===== src/rtl/tick_timer_bank_pkg.sv =====
// Shared definitions for the tick timer bank: channel modes, FSM state
// encoding and the prescaler ratio helper.
package tick_timer_pkg;

  localparam logic MODE_ONESHOT  = 1'b0;
  localparam logic MODE_PERIODIC = 1'b1;

  typedef enum logic {
    ST_IDLE = 1'b0,
    ST_RUN  = 1'b1
  } state_e;

  function automatic int calc_pre(input longint f0, input longint f_tick);
    return int'(f0 / f_tick);
  endfunction

endpackage


===== src/rtl/tick_timer_bank_if.sv =====
// Configuration/control and status bundle of the tick timer bank.
interface tick_timer_bank_if #(
  parameter int NCH   = 4,
  parameter int CNT_W = 16
);
  localparam int CH_W = (NCH > 1) ? $clog2(NCH) : 1;

  logic             wr_en;
  logic [CH_W-1:0]  wr_ch;
  logic [CNT_W-1:0] wr_period;
  logic             wr_mode;
  logic [NCH-1:0]   start;
  logic [NCH-1:0]   stop;
  logic [NCH-1:0]   irq_clr;
  logic             tick;
  logic [NCH-1:0]   busy;
  logic [NCH-1:0]   expire;
  logic [NCH-1:0]   irq_pend;

  modport master (
    output wr_en, wr_ch, wr_period, wr_mode, start, stop, irq_clr,
    input  tick, busy, expire, irq_pend
  );

  modport slave (
    input  wr_en, wr_ch, wr_period, wr_mode, start, stop, irq_clr,
    output tick, busy, expire, irq_pend
  );
endinterface


===== src/rtl/tick_timer_bank_channel.sv =====
// One timer channel: config registers, IDLE/RUN FSM, tick-driven down
// counter, registered expire pulse and sticky interrupt-pending flag.
module timer_channel
  import tick_timer_pkg::*;
#(
  parameter int CNT_W = 16
) (
  input  logic             clk,
  input  logic             rst_n,
  input  logic             tick_i,
  input  logic             wr_sel_i,
  input  logic [CNT_W-1:0] wr_period_i,
  input  logic             wr_mode_i,
  input  logic             start_i,
  input  logic             stop_i,
  input  logic             irq_clr_i,
  output logic             busy_o,
  output logic             expire_o,
  output logic             irq_pend_o
);

  state_e           state_q, state_d;
  logic [CNT_W-1:0] cnt_q, cnt_d;
  logic [CNT_W-1:0] period_q, period_d;
  logic             mode_q, mode_d;
  logic             expire_q, expire_d;
  logic             irq_q, irq_d;
  logic [CNT_W-1:0] per_eff_s;
  logic             mode_eff_s;

  // Channel state registers
  always_ff @(posedge clk or negedge rst_n) begin
    if (!rst_n) begin
      state_q  <= ST_IDLE;
      cnt_q    <= {CNT_W{1'b0}};
      period_q <= {CNT_W{1'b0}};
      mode_q   <= MODE_ONESHOT;
      expire_q <= 1'b0;
      irq_q    <= 1'b0;
    end else begin
      state_q  <= state_d;
      cnt_q    <= cnt_d;
      period_q <= period_d;
      mode_q   <= mode_d;
      expire_q <= expire_d;
      irq_q    <= irq_d;
    end
  end

  // Next state: a same-cycle write is visible to start; reload uses the stored period
  always_comb begin
    per_eff_s  = wr_sel_i ? wr_period_i : period_q;
    mode_eff_s = wr_sel_i ? wr_mode_i : mode_q;
    period_d   = per_eff_s;
    mode_d     = mode_eff_s;
    state_d    = state_q;
    cnt_d      = cnt_q;
    expire_d   = 1'b0;
    irq_d      = irq_q & ~irq_clr_i;
    case (state_q)
      ST_IDLE: begin
        if (start_i && (per_eff_s != {CNT_W{1'b0}})) begin
          state_d = ST_RUN;
          cnt_d   = per_eff_s;
        end else begin
          state_d = ST_IDLE;
        end
      end
      ST_RUN: begin
        if (stop_i) begin
          state_d = ST_IDLE;
          cnt_d   = {CNT_W{1'b0}};
        end else if (start_i && (per_eff_s != {CNT_W{1'b0}})) begin
          cnt_d = per_eff_s;
        end else if (tick_i) begin
          if (cnt_q > {{(CNT_W-1){1'b0}}, 1'b1}) begin
            cnt_d = cnt_q - {{(CNT_W-1){1'b0}}, 1'b1};
          end else begin
            expire_d = 1'b1;
            irq_d    = 1'b1;
            if ((mode_q == MODE_PERIODIC) && (period_q != {CNT_W{1'b0}})) begin
              cnt_d = period_q;
            end else begin
              state_d = ST_IDLE;
              cnt_d   = {CNT_W{1'b0}};
            end
          end
        end else begin
          cnt_d = cnt_q;
        end
      end
      default: begin
        state_d = ST_IDLE;
        cnt_d   = {CNT_W{1'b0}};
      end
    endcase
  end

  assign busy_o     = (state_q == ST_RUN);
  assign expire_o   = expire_q;
  assign irq_pend_o = irq_q;

endmodule


===== src/rtl/tick_timer_bank.sv =====
// Timer bank top: free-running prescaler producing a shared tick and
// NCH independent programmable timer channels.
module tick_timer_bank
  import tick_timer_pkg::*;
#(
  parameter longint F0     = 50_000_000,
  parameter longint F_TICK = 1_000_000,
  parameter int     NCH    = 4,
  parameter int     CNT_W  = 16
) (
  input  logic              clk,
  input  logic              rst_n,
  tick_timer_bank_if.slave  bus
);

  localparam int PRE   = calc_pre(F0, F_TICK);
  localparam int PRE_W = (PRE > 1) ? $clog2(PRE) : 1;
  localparam int CH_W  = (NCH > 1) ? $clog2(NCH) : 1;

  if ((F_TICK <= 0) || ((F0 % F_TICK) != 0) || (PRE < 1) || (NCH < 1) || (NCH > 16))
  begin : g_bad_params
    $error("tick_timer_bank: illegal F0/F_TICK/NCH combination");
  end

  logic [PRE_W-1:0] pre_q, pre_d;
  logic             tick_s;
  logic [NCH-1:0]   wr_sel_s;
  logic [NCH-1:0]   busy_s;
  logic [NCH-1:0]   expire_s;
  logic [NCH-1:0]   irq_s;

  // Prescaler counter register
  always_ff @(posedge clk or negedge rst_n) begin
    if (!rst_n) begin
      pre_q <= {PRE_W{1'b0}};
    end else begin
      pre_q <= pre_d;
    end
  end

  // Prescaler wraps at PRE-1
  always_comb begin
    if (pre_q == PRE_W'(PRE - 1)) begin
      pre_d = {PRE_W{1'b0}};
    end else begin
      pre_d = pre_q + {{(PRE_W-1){1'b0}}, 1'b1};
    end
  end

  // Gated by rst_n so a PRE of 1 still shows tick low during reset
  assign tick_s = rst_n & (pre_q == PRE_W'(PRE - 1));

  for (genvar i = 0; i < NCH; i++) begin : g_ch
    assign wr_sel_s[i] = bus.wr_en & (bus.wr_ch == CH_W'(i));

    timer_channel #(
      .CNT_W (CNT_W)
    ) u_ch (
      .clk         (clk),
      .rst_n       (rst_n),
      .tick_i      (tick_s),
      .wr_sel_i    (wr_sel_s[i]),
      .wr_period_i (bus.wr_period),
      .wr_mode_i   (bus.wr_mode),
      .start_i     (bus.start[i]),
      .stop_i      (bus.stop[i]),
      .irq_clr_i   (bus.irq_clr[i]),
      .busy_o      (busy_s[i]),
      .expire_o    (expire_s[i]),
      .irq_pend_o  (irq_s[i])
    );
  end

  assign bus.tick     = tick_s;
  assign bus.busy     = busy_s;
  assign bus.expire   = expire_s;
  assign bus.irq_pend = irq_s;

endmodule


===== src/flat_wrapper.sv =====
// flat-port wrapper written by rule: the top's interface ports become plain ports
module tick_timer_bank_flat import tick_timer_pkg::*;
#(
  parameter longint F0     = 50_000_000,
  parameter longint F_TICK = 1_000_000,
  parameter int     NCH    = 4,
  parameter int     CNT_W  = 16
)
  (clk, rst_n, bus_wr_en, bus_wr_ch, bus_wr_period, bus_wr_mode, bus_start, bus_stop, bus_irq_clr, bus_tick, bus_busy, bus_expire, bus_irq_pend);
  tick_timer_bank_if #(.NCH(NCH), .CNT_W(CNT_W)) bus_i ();
  input  logic clk;
  input  logic rst_n;
  input wire logic [$bits(bus_i.wr_en)-1:0] bus_wr_en;
  input wire logic [$bits(bus_i.wr_ch)-1:0] bus_wr_ch;
  input wire logic [$bits(bus_i.wr_period)-1:0] bus_wr_period;
  input wire logic [$bits(bus_i.wr_mode)-1:0] bus_wr_mode;
  input wire logic [$bits(bus_i.start)-1:0] bus_start;
  input wire logic [$bits(bus_i.stop)-1:0] bus_stop;
  input wire logic [$bits(bus_i.irq_clr)-1:0] bus_irq_clr;
  output wire logic [$bits(bus_i.tick)-1:0] bus_tick;
  output wire logic [$bits(bus_i.busy)-1:0] bus_busy;
  output wire logic [$bits(bus_i.expire)-1:0] bus_expire;
  output wire logic [$bits(bus_i.irq_pend)-1:0] bus_irq_pend;
  assign bus_i.wr_en = bus_wr_en;
  assign bus_i.wr_ch = bus_wr_ch;
  assign bus_i.wr_period = bus_wr_period;
  assign bus_i.wr_mode = bus_wr_mode;
  assign bus_i.start = bus_start;
  assign bus_i.stop = bus_stop;
  assign bus_i.irq_clr = bus_irq_clr;
  assign bus_tick = bus_i.tick;
  assign bus_busy = bus_i.busy;
  assign bus_expire = bus_i.expire;
  assign bus_irq_pend = bus_i.irq_pend;
  tick_timer_bank #(.F0(F0), .F_TICK(F_TICK), .NCH(NCH), .CNT_W(CNT_W)) u_core (.clk(clk), .rst_n(rst_n), .bus(bus_i));
endmodule

===== config.mk =====
export PLATFORM = sky130hd
export DESIGN_NAME = tick_timer_bank_flat
export DESIGN_NICKNAME = d
export VERILOG_FILES = /design/src/rtl/tick_timer_bank_pkg.sv /design/src/rtl/tick_timer_bank_if.sv /design/src/rtl/tick_timer_bank_channel.sv /design/src/rtl/tick_timer_bank.sv /design/src/flat_wrapper.sv
export SDC_FILE = /design/constraint.sdc
export NUM_CORES = 1
export LEC_CHECK = 0
export CORE_ASPECT_RATIO = 0.7
export CORE_MARGIN = 5
export CORE_UTILIZATION = 60
export CTS_BUF_LIST = sky130_fd_sc_hd__clkbuf_8
export CTS_CLUSTER_SIZE = 8
export DETAILED_ROUTE_END_ITERATION = 12
export PLACE_DENSITY_LB_ADDON = 0.2
export SLEW_MARGIN = 20
export SYNTH_ARGS = -nofsm -noshare
export SYNTH_HDL_FRONTEND = slang
export SYNTH_HIERARCHICAL = 1
export SYNTH_SLANG_ARGS = --single-unit

===== constraint.sdc =====
create_clock -name clk -period 3.7 [get_ports clk]
set_input_delay 0.37 -clock clk [delete_from_list [all_inputs] [get_ports clk]]
set_output_delay 0.37 -clock clk [all_outputs]
set_load 0.02 [all_outputs]

==> results of run 1 <==
-- logic make-up (layout without fill, tap and decap cells) --
family | after synthesis | in the layout
adders and majority gates | 10 | 10
buffers and inverters | 90 | 116
DFF | 150 | 150
xor gates and xnor gates | 39 | 39
AOI/OAI and AO/OA | 257 | 257
and+or+nand+nor | 365 | 365
muxes | 64 | 64
-- worst min-delay path by stage --
stage | end | slack, ns | from
after global placement | u_core/pre_q[0] | 0.51 | u_core/pre_q[0]
after detailed placement | u_core/g_ch[2].u_ch/irq_pend_o | 0.53 | u_core/g_ch[2].u_ch/irq_pend_o
after CTS | u_core/g_ch[0].u_ch/cnt_q[1] | 0.19 | rst_n
after floorplan | u_core/g_ch[0].u_ch/busy_o | 0.07 | rst_n
final | u_core/g_ch[0].u_ch/cnt_q[1] | 0.15 | rst_n
after global routing | u_core/g_ch[0].u_ch/cnt_q[3] | 0.24 | rst_n
-- cell usage after synthesis, types with 8 or more instances --
library cell    n  area, um^2
a41o_1         16         160
o211ai_1       24         180
or4_1          16         120
xor2_1         29         254
o21ai_0        40         200
nand2_1        87         327
a31oi_1        16         100
buf_2          16        80.1
inv_1          22        82.6
o21a_1          8        60.1
a311oi_1        8        70.1
a32o_1         16         160
nand3_1        62         310
nor3_1         36         180
ha_1           10         125
nor4_1         48         300
clkbuf_1       44         165
o21ai_1        12        60.1
a41oi_1         8        70.1
o31ai_1        12        90.1
and2_1         17         106
xnor2_1        10        87.6
dfrtp_1       150        3750
or2_2           8        50.1
mux2_2         64         721
a22oi_1        16         120
nor2_1         49         184
a21oi_1        52         260
nand4_1        12        75.1
-- cell type report --
type                    instances  area, um^2
flip-flops and latches        150        3750
repair buffers                 62         586
inverters                      22        82.6
clock inverters                12        96.3
well taps                     195         244
fillers                      1197        4760
clock buffers                  20         275
multi-input cells             735        4970
-- cells in the final DEF, fill, tap and decap left out, types with 17 or more instances in the layout --
cell type          n
inv_1             22
clkbuf_8          20
nand2_1           87
nor4_1            48
a21oi_1           52
o211ai_1          24
nor3_1            36
xor2_1            29
mux2_2            64
dfrtp_1          150
clkdlybuf4s50_1   45
and2_1            17
o21ai_0           40
nor2_1            49
nand3_1           62
-- state kept, by name (all words and copies together) (netlist names) --
name	cells
u_core/g_ch.u_ch/expire_o	4
u_core/g_ch.u_ch/irq_pend_o	4
u_core/g_ch.u_ch/cnt_q	64
u_core/g_ch.u_ch/busy_o	4
u_core/pre_q	6
u_core/g_ch.u_ch/mode_q	4
u_core/g_ch.u_ch/period_q	64
-- power by group --
part           leakage, nW  switching (mW)  total [mW]  internal, mW
combinational         1.90           0.988        1.66         0.670
clock                0.178           0.679        1.20         0.525
sequential            1.85           0.399        2.32          1.92
total                 3.93            2.07        5.18          3.12
-- per-stage QoR --
step / hold WS, ns / setup slack (ns) / util
2_1_floorplan: 0.0744 / 1.23 / -
3_3_place_gp: 0.510 / 0.988 / 0.652
3_5_place_dp: 0.528 / 0.990 / 0.652
4_1_cts: 0.194 / 0.609 / 0.677
5_1_grt: 0.238 / 0.445 / 0.678
6_report: 0.154 / 0.624 / 0.678
-- worst reg2reg max path, delay by kind of cell (launching register included) --
family	cells	cell delay (ns)
AOI/OAI and AO/OA	3	0.46
adders and majority gates	1	0.14
buffers and inverters	3	0.50
DFF	1	0.42
and+or+nand+nor	5	1.05
-- layer usage --
| metal | track usage | vias up |
|---|---|---|
| li1 | - | 3769 |
| met1 | 0.452 | 4159 |
| met2 | 0.419 | 570 |
| met3 | 0.0780 | 62 |
| met4 | 0.0928 | 0 |
| met5 | 0 | - |
==> impl_metrics.tcl, run 1 <==
set metrics [dict create \
    rr_startpoint "u_core/pre_q[1]" \
    met2_wirelength_um 11300 \
    worstMarginPinSlew_ns 0.959 \
    grt_antenna_before_repair 0 \
    finish.instance_area_um2 10000 \
    clkLatencyLatePin_ns 0.46 \
    clkTransAtPathRegs_ns 0.08 \
    first_pass_grt_wire_length_um 42300 \
    clock_period_minus_final_worst_setup_slack_ns 3.08 \
    core_um2 14800 \
    synth.lib_cells_used.distinct 49 \
    startpoint_type "flip-flop" \
    ff_to_ff_end "u_core/g_ch[2].u_ch/cnt_q[9]" \
    post-place-cells 1164 \
    drive_above_1_share 0.148 \
    die_ht_um 113 \
    timing.max_cap.violations 0 \
    cp_cell_sequence "inv_1 -> ha_1 -> nand2_1 -> nor4_4 -> buf_4 -> and2_1 -> buf_4 -> clkdlybuf4s50_1" \
    die_area_um2 17800 \
    synth_ff_type "dfrtp_1" \
    post-route-period-util 0.831 \
    setup.worst_path.end_class "primary output" \
    cts.sink_count 150 \
    syn_area_per_cell_um2 9.34 \
    routabilityCongestion 1.01 \
    postCtsResizedCells 0 \
    drt-pass1-iter-count 5 \
    path_buf_inv 4 \
    worstSetupStartpoint "u_core/pre_q[1]" \
    crit_arrival_ns 2.71 \
    critical_path_cell_count 8 \
    dr.first_iter.drc_count 1143 \
    ff2ff_setup_slack_ns 1.01 \
    vias 8560 \
    largest_family_of_logic_cells_by_synthesized_area "simple AND/OR/NAND/NOR gates" \
    grt_max_degree 78 \
    grt_setup_unrepaired "false" \
    synth_xor_xnor_area_share 0.0375 \
    post_layout_nonfiller_instances 1196 \
    dr_wl_met3_um 2920 \
    skew_ns 0.0176 \
    post_cts_hold_buffer_count 0 \
    synthToLayoutAreaGrowth_pct 9.89 \
    critical-path-slowest-cell "clkdlybuf4s50_1" \
    placement.cell_area_um2 9630 \
    htree_levels 4 \
    synth_compound_area_frac 0.199 \
    wl_met1_um 11500 \
    final_antenna_net_count 0 \
    peakVddDrop_uv 285 \
    ff2ff_path_depth 12 \
    route.final.wire_length_um 26400 \
    cts_root_buf "clkbuf_8" \
    sequential_element_share_of_the_synthesized_area 0.412 \
    tritoncts "yes" \
    drv_slew 0 \
    dp.final_hpwl_um 18500 \
    cts_inserted_buffers 17 \
    hold_class "primary input to asynchronous set/reset pin" \
    crit_required_ns 3.33 \
    synth.area.mux_share 0.0791 \
    fmaxAchievable_mhz 325 \
    post_synth_and_or_nand_nor_area_fraction 0.216 \
    detail_route.drc_violations 0 \
    yosysWarningCount 6 \
    timing.critical_path.fanout_max 9 \
    initial_core_util 0.617 \
    syn_nets 1019 \
    max_slew_margin 0.360 \
    io_pins 47 \
    yosys_register_bits 150 \
    grt_usage 0.299 \
    post-layout-total-power_mw 5.18 \
    route.top_layer_used "met4" \
    critical-path-max-stage-delay_ns 0.66 \
    finish.net_count 1032 \
    cellPowerDensity_nw_per_um2 518 \
    port-buffer-count 46 \
    cpMostUsedCell "buf_4" \
    global_route.overflow_total 0 \
    synth.cell_area_um2 9110 \
    grt_pass1_vias 7900 \
    hold_viol 0 \
    cts_buffer_depth 2 \
    route.detailed.vias_per_inst 7.16 \
    fp.dieW_um 157 \
    crit_family "buffers and inverters" \
    critical_path_destination "bus_tick" \
    criticalPathCategory "flip-flop to primary output" \
    synth_async_reset_ratio 1.00 \
    postCtsSetupBuffers 0 \
    avgRoutedWirePerCell_um 22.1 \
    netlist_instances 975 \
    run_status "finished, final reports clean" \
    total_leakage_power_nw 3.93 \
    synth_edf_count 0 \
    synth-adder-area-share 0.0137 \
    antenna_cells_inserted 0 \
    floorplan_row_count 37 \
    timing.setup.tns_ns 0 \
    setup_viol 0 \
]
Power figures use the tool's default switching activity.
==> run 2: changes to the inputs <==
--- a/config.mk
+++ b/config.mk
@@ -7,7 +7,7 @@
 export LEC_CHECK = 0
 export CORE_ASPECT_RATIO = 0.7
 export CORE_MARGIN = 5
-export CORE_UTILIZATION = 60
+export CORE_UTILIZATION = 57
 export CTS_BUF_LIST = sky130_fd_sc_hd__clkbuf_8
 export CTS_CLUSTER_SIZE = 8
 export DETAILED_ROUTE_END_ITERATION = 12
==> constraint.sdc (replaced) <==
create_clock -name clk -period 2.6 [get_ports clk]
set_input_delay 0.26 -clock clk [delete_from_list [all_inputs] [get_ports clk]]
set_output_delay 0.26 -clock clk [all_outputs]
set_load 0.02 [all_outputs]
==> run 2 against run 1 <==
Combinational power increased by 52%. Sequential cell count is the same. Hold slack better by 0.20 ns. Total power up 53%. Clock power increased by 77%. Highest routed layer unchanged. Cell count grew 3.8%. Setup slack got worse by 0.59 ns. First-iteration DRC count fell by 21%. Non-clock buffer count increased by 40.
==> impl_metrics.tcl, run 2 (synthesis gave the netlist of run 1 again) <==
set metrics [dict create \
    run_status "finished, final reports clean" \
    grt_antenna_before_repair 0 \
    avgRoutedWirePerCell_um 21.9 \
    clkLatencyLatePin_ns 0.47 \
    first_pass_grt_wire_length_um 44000 \
    min_path_cells 2 \
    finish.net_count 1072 \
    detail_route.drc_violations 0 \
    final_antenna_net_count 0 \
    antenna_cells_inserted 0 \
    floorplan_row_count 38 \
    fillCellCount 1300 \
    post-layout-total-power_mw 7.93 \
    timing.hold.worst_endpoint "u_core/g_ch[1].u_ch/irq_pend_o" \
    route.detailed.vias_per_inst 6.83 \
    timing.critical_path.fanout_max 5 \
    total_leakage_power_nw 4.19 \
    cts.sink_count 150 \
    crit_required_ns 2.94 \
    fp.dieW_um 161 \
    ff2ff_path_depth 7 \
    critical-path-slowest-cell "or3b_2" \
    hold_viol 0 \
    initial_core_util 0.584 \
    grt_usage 0.299 \
    cellPowerDensity_nw_per_um2 760 \
    crit_arrival_ns 2.90 \
    io_pins 47 \
    peakVddDrop_uv 450 \
    dp.final_hpwl_um 19600 \
    startpoint_type "flip-flop" \
    drive_above_1_share 0.180 \
    cts_buffer_depth 2 \
    vias 8481 \
    worstMarginPinSlew_ns 0.821 \
    skew_ns 0.0118 \
    clkTransAtPathRegs_ns 0.09 \
    cts_root_buf "clkbuf_8" \
    setup_viol 0 \
    post-route-period-util 0.987 \
    crit_family "simple AND/OR/NAND/NOR gates" \
    path_buf_inv 1 \
    synthToLayoutAreaGrowth_pct 14.5 \
    timing.setup.tns_ns 0 \
    cts_inserted_buffers 17 \
    finish.utilization 0.669 \
    hold_class "primary input to flip-flop" \
    dpl_worst_slack_ns 0.125 \
    die_area_um2 18600 \
    cp_cell_sequence "inv_1 -> ha_1 -> or3b_2 -> or4_1 -> and2_1 -> o32ai_1 -> o21ai_1" \
    worst_hold_start "bus_irq_clr[1]" \
    timing.max_cap.violations 0 \
    drv_slew 0 \
    rr_startpoint "u_core/g_ch[2].u_ch/cnt_q[1]" \
    timing.hold.ws_ns 0.350 \
    critical-path-max-stage-delay_ns 0.51 \
    drt-pass1-iter-count 5 \
    ff2ff_setup_slack_ns 0.03 \
    mostFrequentLayoutCells "dfrtp_1, nand2_1, mux2_2, nand3_1, buf_4" \
    htree_levels 4 \
    dr.first_iter.drc_count 898 \
    mostFrequentLayoutCell "dfrtp_1" \
    grt_max_degree 151 \
    global_route.overflow_total 0 \
    routabilityCongestion 0.943 \
    grt_setup_unrepaired "false" \
    max_slew_margin 0.453 \
    top_regs "u_core/g_ch.u_ch/cnt_q (64), u_core/g_ch.u_ch/period_q (64), u_core/pre_q (6)" \
    port-buffer-count 46 \
    tritoncts "yes" \
    route.final.wire_length_um 27200 \
    setup.worst_path.end_class "flip-flop" \
    ff_to_ff_end "u_core/g_ch[2].u_ch/cnt_q[14]" \
    timing.final.ws_setup_ns 0.0348 \
    clock_period_minus_final_worst_setup_slack_ns 2.57 \
    grt_pass1_vias 7944 \
    die_ht_um 116 \
    criticalPathCategory "flip-flop to flip-flop" \
    core_um2 15600 \
    fmaxAchievable_mhz 390 \
]
-- run 2: cell types whose count changed in the layout (fill, tap and decap cells not counted), sizes merged --
cell and change:
buf +39, bufinv +5, clkbuf -3, clkdlybuf4s50 -1, clkinvlp -3, dlygate4sd2 +1
dlygate4sd3 +1, inv +1
-- run 2: power breakdown --
group          total [mW]  internal [mW]  leakage, nW  switching (mW)
Combinational        2.52           1.06         2.10            1.45
Clock                2.12           1.15        0.232           0.967
Sequential           3.29           2.74         1.85           0.558
-- run 2: timing repair --
action,CTS,global route
hold buffers,1,0
resized for setup,1,1
endpoints found under the setup margin,1,1
setup buffers,0,0
hold endpoints to repair,150,0
-- run 2: layer usage --
layer	GRT usage	wire (um)	vias up
li1	-	-	3835
met1	0.444	12300	4129
met2	0.438	11700	465
met3	0.0693	2670	52
met4	0.0938	549	0
met5	0	0	-
-- run 2: area by class of cell --
class	count	area, um^2	share of cell area
Clock inverter	15	228	0.0218
Inverter	22	82.6	0.00792
Tap cell	200	250	0.0240
Multi-Input combinational cell	735	4970	0.477
Timing Repair Buffer	102	908	0.0871
Sequential cell	150	3750	0.360
Clock buffer	17	234	0.0224
-- run 2: worst max path at each step --
stage | start | end | slack [ns] | cells after the start
2_1_floorplan | u_core/pre_q[1] | u_core/g_ch[0].u_ch/cnt_q[0] | 0.13 | 11
3_3_place_gp | u_core/g_ch[2].u_ch/cnt_q[1] | u_core/g_ch[2].u_ch/cnt_q[14] | 0.13 | 7
3_5_place_dp | u_core/g_ch[2].u_ch/cnt_q[1] | u_core/g_ch[2].u_ch/cnt_q[14] | 0.12 | 7
4_1_cts | u_core/g_ch[2].u_ch/cnt_q[1] | u_core/g_ch[2].u_ch/cnt_q[14] | 0.09 | 7
5_1_grt | u_core/g_ch[2].u_ch/cnt_q[1] | u_core/g_ch[2].u_ch/cnt_q[14] | 0.002 | 7
6_report | u_core/g_ch[2].u_ch/cnt_q[1] | u_core/g_ch[2].u_ch/cnt_q[14] | 0.03 | 7
-- run 2: worst reg2reg max path, delay by kind of cell (launching register included) --
kind / cells / cell delay [ns]
and+or+nand+nor: 3 / 1.16
buffers and inverters: 1 / 0.10
adders and majority gates: 1 / 0.22
AOI/OAI and AO/OA: 2 / 0.53
DFF: 1 / 0.43
-- run 2: through the flow --
step,instances,instance area (um^2)
floorplan,975,9110
detailed placement,1208,9960
global route,1241,10400
global placement,1208,9960
CTS,1241,10400
finish,1241,10400
